$ cat src/rtl/jacobi_pkg.sv
// Shared types and helpers for the Jacobi relaxation engine.
// Optional convergence stop is enabled by defining JACOBI_CONV_EN.
package jacobi_pkg;

   localparam int DEF_WIDTH  = 8;
   localparam int DEF_NU     = 10;
   localparam int DEF_ITER_W = 16;

   typedef enum logic [1:0] {
      S_IDLE = 2'd0,
      S_RUN  = 2'd1,
      S_DONE = 2'd2
   } state_t;

   // Bit offset of cell idx inside a packed cell vector.
   function automatic int cell_lsb(input int idx, input int width);
      return idx * width;
   endfunction

endpackage

$ cat src/rtl/jacobi_cell.sv
// One Jacobi cell: floor average of its two neighbours, plus the absolute
// change against the current value when JACOBI_CONV_EN is defined.
module jacobi_cell
   import jacobi_pkg::*;
#(
   parameter int WIDTH = DEF_WIDTH
) (
   input  logic [WIDTH-1:0] left,
   input  logic [WIDTH-1:0] right,
   input  logic [WIDTH-1:0] cur,
`ifdef JACOBI_CONV_EN
   output logic [WIDTH-1:0] delta,
`endif
   output logic [WIDTH-1:0] next
);

   // One extra bit holds the carry so the average never wraps.
   logic [WIDTH:0] sum;

   assign sum  = {1'b0, left} + {1'b0, right};
   assign next = sum[WIDTH:1];

`ifdef JACOBI_CONV_EN
   assign delta = (cur > next) ? (cur - next) : (next - cur);
`else
   logic unused_cur;
   assign unused_cur = ^cur;
`endif

endmodule

$ cat src/rtl/jacobi_engine.sv
// Sequential 1-D Jacobi relaxation engine: one parallel sweep per clock with a
// start/done handshake. Define JACOBI_CONV_EN to enable early stop on tolerance.
module jacobi_engine
   import jacobi_pkg::*;
#(
   parameter int WIDTH  = DEF_WIDTH,
   parameter int NU     = DEF_NU,
   parameter int ITER_W = DEF_ITER_W
) (
   input  logic                  clk,
   input  logic                  rst_n,
   input  logic                  start,
   input  logic [WIDTH*NU-1:0]   u_init,
   input  logic [WIDTH-1:0]      bnd_left,
   input  logic [WIDTH-1:0]      bnd_right,
   input  logic [ITER_W-1:0]     max_iters,
   input  logic [WIDTH-1:0]      tol,
   output logic                  busy,
   output logic                  done,
   output logic                  converged,
   output logic [ITER_W-1:0]     iter_count,
   output logic [WIDTH*NU-1:0]   u_out
);

   state_t            state;
   logic [WIDTH-1:0]  cells [NU];
   logic [WIDTH-1:0]  nxt   [NU];
   logic [WIDTH-1:0]  bl_r;
   logic [WIDTH-1:0]  br_r;
   logic [ITER_W-1:0] limit_r;
   logic              last_sweep;
   logic              conv_hit;

`ifdef JACOBI_CONV_EN
   logic [WIDTH-1:0]  tol_r;
   logic [WIDTH-1:0]  dlt [NU];
   logic [WIDTH-1:0]  max_delta;
`else
   logic unused_tol;
   assign unused_tol = ^tol;
`endif

   for (genvar gi = 0; gi < NU; gi++) begin : g_cell
      logic [WIDTH-1:0] lnb;
      logic [WIDTH-1:0] rnb;

      if (gi == 0) begin : g_lb
         assign lnb = bl_r;
      end else begin : g_ln
         assign lnb = cells[gi-1];
      end

      if (gi == NU-1) begin : g_rb
         assign rnb = br_r;
      end else begin : g_rn
         assign rnb = cells[gi+1];
      end

      jacobi_cell #(.WIDTH(WIDTH)) u_cell (
         .left  (lnb),
         .right (rnb),
         .cur   (cells[gi]),
`ifdef JACOBI_CONV_EN
         .delta (dlt[gi]),
`endif
         .next  (nxt[gi])
      );

      assign u_out[cell_lsb(gi, WIDTH) +: WIDTH] = cells[gi];
   end

`ifdef JACOBI_CONV_EN
   always_comb begin
      // NOTE: default first so every path assigns max_delta and no latch is inferred.
      max_delta = '0;
      for (int i = 0; i < NU; i++) begin
         if (dlt[i] > max_delta) max_delta = dlt[i];
      end
   end

   assign conv_hit = (max_delta <= tol_r);
`else
   assign conv_hit = 1'b0;
`endif

   // The counter stays below the limit in RUN, so the increment cannot wrap.
   assign last_sweep = ((iter_count + ITER_W'(1)) == limit_r);

   // NOTE: non-blocking assignments so every register sees pre-edge values.
   always_ff @(posedge clk) begin
      if (!rst_n) begin
         state      <= S_IDLE;
         busy       <= 1'b0;
         done       <= 1'b0;
         converged  <= 1'b0;
         iter_count <= '0;
         bl_r       <= '0;
         br_r       <= '0;
         limit_r    <= '0;
`ifdef JACOBI_CONV_EN
         tol_r      <= '0;
`endif
         // NOTE: the cell array is reset because u_out must read zero after reset.
         for (int i = 0; i < NU; i++) cells[i] <= '0;
      end else begin
         case (state)
            S_IDLE: begin
               if (start) begin
                  for (int i = 0; i < NU; i++) cells[i] <= u_init[cell_lsb(i, WIDTH) +: WIDTH];
                  bl_r       <= bnd_left;
                  br_r       <= bnd_right;
                  limit_r    <= max_iters;
`ifdef JACOBI_CONV_EN
                  tol_r      <= tol;
`endif
                  iter_count <= '0;
                  converged  <= 1'b0;
                  if (max_iters == '0) begin
                     state <= S_DONE;
                     done  <= 1'b1;
                  end else begin
                     state <= S_RUN;
                     busy  <= 1'b1;
                  end
               end
            end

            S_RUN: begin
               for (int i = 0; i < NU; i++) cells[i] <= nxt[i];
               iter_count <= iter_count + ITER_W'(1);
               if (conv_hit) converged <= 1'b1;
               if (last_sweep || conv_hit) begin
                  state <= S_DONE;
                  busy  <= 1'b0;
                  done  <= 1'b1;
               end
            end

            S_DONE: begin
               state <= S_IDLE;
               done  <= 1'b0;
            end

            default: begin
               state <= S_IDLE;
               busy  <= 1'b0;
               done  <= 1'b0;
            end
         endcase
      end
   end

endmodule
$ cat config.mk
export PLATFORM = sky130hd
export DESIGN_NAME = jacobi_engine
export DESIGN_NICKNAME = d
export VERILOG_FILES = /design/src/rtl/jacobi_pkg.sv /design/src/rtl/jacobi_cell.sv /design/src/rtl/jacobi_engine.sv
export SDC_FILE = /design/constraint.sdc
export NUM_CORES = 1
export LEC_CHECK = 0
export BUFFER_PORTS_ARGS = -buffer_cell sky130_fd_sc_hd__buf_2
export CAP_MARGIN = 20
export CORE_UTILIZATION = 60
export CTS_BUF_LIST = sky130_fd_sc_hd__clkbuf_2 sky130_fd_sc_hd__clkbuf_4 sky130_fd_sc_hd__clkbuf_8
export DETAILED_ROUTE_END_ITERATION = 7
export GPL_TIMING_DRIVEN = 0
export PLACE_DENSITY = 0.95
export SETUP_SLACK_MARGIN = 0.4
export SKIP_CTS_REPAIR_TIMING = 1
export SLEW_MARGIN = 20
export SYNTH_ARGS = -nofsm -noshare
export SYNTH_HDL_FRONTEND = slang
export SYNTH_HIERARCHICAL = 1
export SYNTH_SLANG_ARGS = --single-unit
$ cat constraint.sdc
create_clock -name clk -period 6.8 [get_ports clk]
set_clock_uncertainty 0.05 [all_clocks]
set_input_delay 0.68 -clock clk [delete_from_list [all_inputs] [get_ports clk]]
set_output_delay 0.68 -clock clk [all_outputs]
set_load 0.005 [all_outputs]
==> results.json <==
{
  "status": "finished, final reports clean",
  "synth-edff-count": 80,
  "path_clk_slew_ns": 0.07,
  "seqPwrFrac_pct": 37.5,
  "cp_num_cells": 8,
  "drive_gt1_share_pct": 25.1,
  "fmax_ghz": 0.341,
  "yosys_register_bits": 132,
  "die_width_um": 125,
  "cp-end-kind": "flop",
  "hold_violations": 0,
  "cts_root_buf": "clkbuf_8",
  "synthArstFlopShare_pct": 0,
  "htreeDepth": 4,
  "post_dp_cell_area_um2": 10300,
  "layout_commonest_cell": "buf_2",
  "drc_errors": 0,
  "grt_pass1_wl_um": 41700,
  "stdcell_count": 1314,
  "port-buffer-count": 211,
  "intPower_w": 0.00198,
  "worst_pin_slew_ns": 0.795,
  "worst-setup-path-type": "flop to flop",
  "num_vias": 8674,
  "cp-start-kind": "flop",
  "synth_area_per_cell_um2": 10.2,
  "hold_slack_ns": 0.389,
  "max_cap_viol_count": 0,
  "num_rows": 44,
  "yosys_most_used_dff": "edfxtp_1",
  "cp_max_fo": 8,
  "critPathArrivalTime_ns": 3.23,
  "synthToLayoutAreaGrowth_pct": 19.1,
  "setup_tns_ns": 0,
  "slew_headroom_pct": 46.5,
  "fin_nets": 1318,
  "place_inst": 1279,
  "critPathSlowestCell": "or4_4",
  "wl_um": 27000,
  "p_comb_share_pct": 41.8,
  "critPathBufInv": 1,
  "rsz0062_at_grt": "false",
  "dieArea_um2": 15500,
  "yosys_warnings": 6,
  "drt-wirelength-per-cell_um": 20.5,
  "avgViaCountPerCell": 6.60,
  "first_iter_violations": 757,
  "min_period_ns": 2.93,
  "die_h_um": 125,
  "antenna_found_initial": 3,
  "io-pin-count": 222,
  "gp_congestion": 0.951,
  "critPathTopFamily": "simple AND/OR/NAND/NOR gates",
  "power_leakage_nw": 5.08,
  "clock-sinks": 132,
  "drtAntennaViolNets": 0,
  "synth_nets": 1087,
  "reg2reg_depth": 8,
  "core_area_um2": 14600,
  "netSwitchingPower_w": 0.00123,
  "whs_path_depth": 2,
  "max_stage_delay_ns": 0.58,
  "ys_types": 64,
  "p_clk_share_pct": 20.7,
  "layout_common_cells": "211 x buf_2, 112 x a22o_1, 80 x edfxtp_1",
  "first_pass_iters": 5,
  "period_share_pct": 43.1,
  "cts_buffer_depth": 2,
  "switching_share_pct": 38.3,
  "final_area_um2": 10700,
  "critical_path_required_ns": 7.10,
  "clk_latency_ns": 0.45,
  "power_density_nw_per_um2": 300,
  "track_usage_pct": 34.3,
  "cts_tree": "yes",
  "start_util_pct": 61.7,
  "grt_max_degree": 40,
  "grt_pass1_vias": 8039,
  "setup_violations": 0,
  "irDropWorstVdd_mv": 0.131,
  "cts_made_buffers": 17,
  "dpl.hpwl_um": 20300,
  "syn_inst": 883,
  "worstHoldPathType": "primary input to flop",
  "syn-cell-area_um2": 9010,
  "slew_viol_final": 0,
  "overflow": 0,
  "yosysSeqAreaShare_pct": 38.2,
  "crit_chain": "ha_1 > clkbuf_2 > nand3_1 > nor4b_1 > xnor2_1 > nand4_1 > or4_4 > a31o_1"
}
## final timing paths
| path | start | to | slack (ns) |
|---|---|---|---|
| worst min register to register | bl_r[2]$_SDFFE_PN0P_ | bl_r[2]$_SDFFE_PN0P_ | 0.44 |
| worst min-delay path | bnd_right[2] | br_r[2]$_SDFFE_PN0P_ | 0.39 |
| worst max-delay path | iter_count[1]$_SDFFE_PN0P_ | busy$_SDFFE_PN0P_ | 3.87 |
| worst max register to register | iter_count[1]$_SDFFE_PN0P_ | busy$_SDFFE_PN0P_ | 3.87 |
## cell usage after synthesis (19+ instances only)
master,n,area [um^2]
a22o_1,112,981
edfxtp_1,80,2400
ha_1,71,888
a21oi_1,65,325
dfxtp_1,52,1040
nand2_1,52,195
nor2_1,33,124
nor2b_1,32,200
xor2_1,31,272
xnor2_1,28,245
nor3_1,27,135
clkbuf_1,25,93.8
inv_1,23,86.3
a21o_1,20,150
a311o_1,20,200
o21ai_0,20,100
nand3_1,19,95.1
nand4_1,19,119
## worst register-to-register path: stages, from the launching register on
cell and delay [ns]:
dfxtp_1 0.50, ha_1 0.22, clkbuf_2 0.19, nand3_1 0.24, nor4b_1 0.52, xnor2_1 0.18
nand4_1 0.14, or4_4 0.58, a31o_1 0.23
## cell type report
type	count	area, um^2
Buffer	43	235
Inverter	33	124
Multi-Input combinational cell	675	5210
Tap cell	184	230
Fill cell	1022	3860
Clock inverter	4	45.0
Antenna cell	3	7.51
Timing Repair Buffer	212	1080
Clock buffer	28	354
Sequential cell	132	3440
## cells by family after synthesis
group | share of synthesized area [%]
AO/OA/AOI/OAI | 24.9
XOR/XNOR | 5.74
adder cells (fa/ha/maj) | 12.1
buffers and inverters | 3.99
flip-flops | 38.2
multiplexers | 1.22
other | 0.0416
AND/OR/NAND/NOR | 13.8
## routing by layer
metal / global-route usage [%] / share of wire [%] / vias to the layer above
met1: 43.5 / 38 / 4085
met2: 57.3 / 48 / 562
met5: 0 / 0 / -
met3: 6.23 / 10 / 105
li1: - / - / 3922
met4: 14.2 / 3.6 / 0
## registers in the layout, summed over array words and instances (netlist names)
name        cells
done            1
br_r            8
limit_r        16
iter_count     16
cells          80
bl_r            8
busy            1
state           2
## power groups by stage
stage	sequential [W]	combinational (W)	clock, W
after CTS	0.00120	0.00131	0.000670
final	0.00121	0.00134	0.000665
after floorplan	0.00115	0.000929	0
after global routing	0.00122	0.00146	0.000708
after detailed placement	0.00121	0.00129	0
after global placement	0.00121	0.00123	0
## stage by stage
stage          setup WS (ns)  utilization (%)  power (W)
6_report                3.87             73.5    0.00321
4_1_cts                 3.94             73.5    0.00318
2_1_floorplan           3.22                -    0.00208
5_1_grt                 3.70             73.5    0.00338
3_3_place_gp            2.00             70.5    0.00244
3_5_place_dp            3.67             70.7    0.00251
Note: power is estimated with default switching activity, not from simulation.
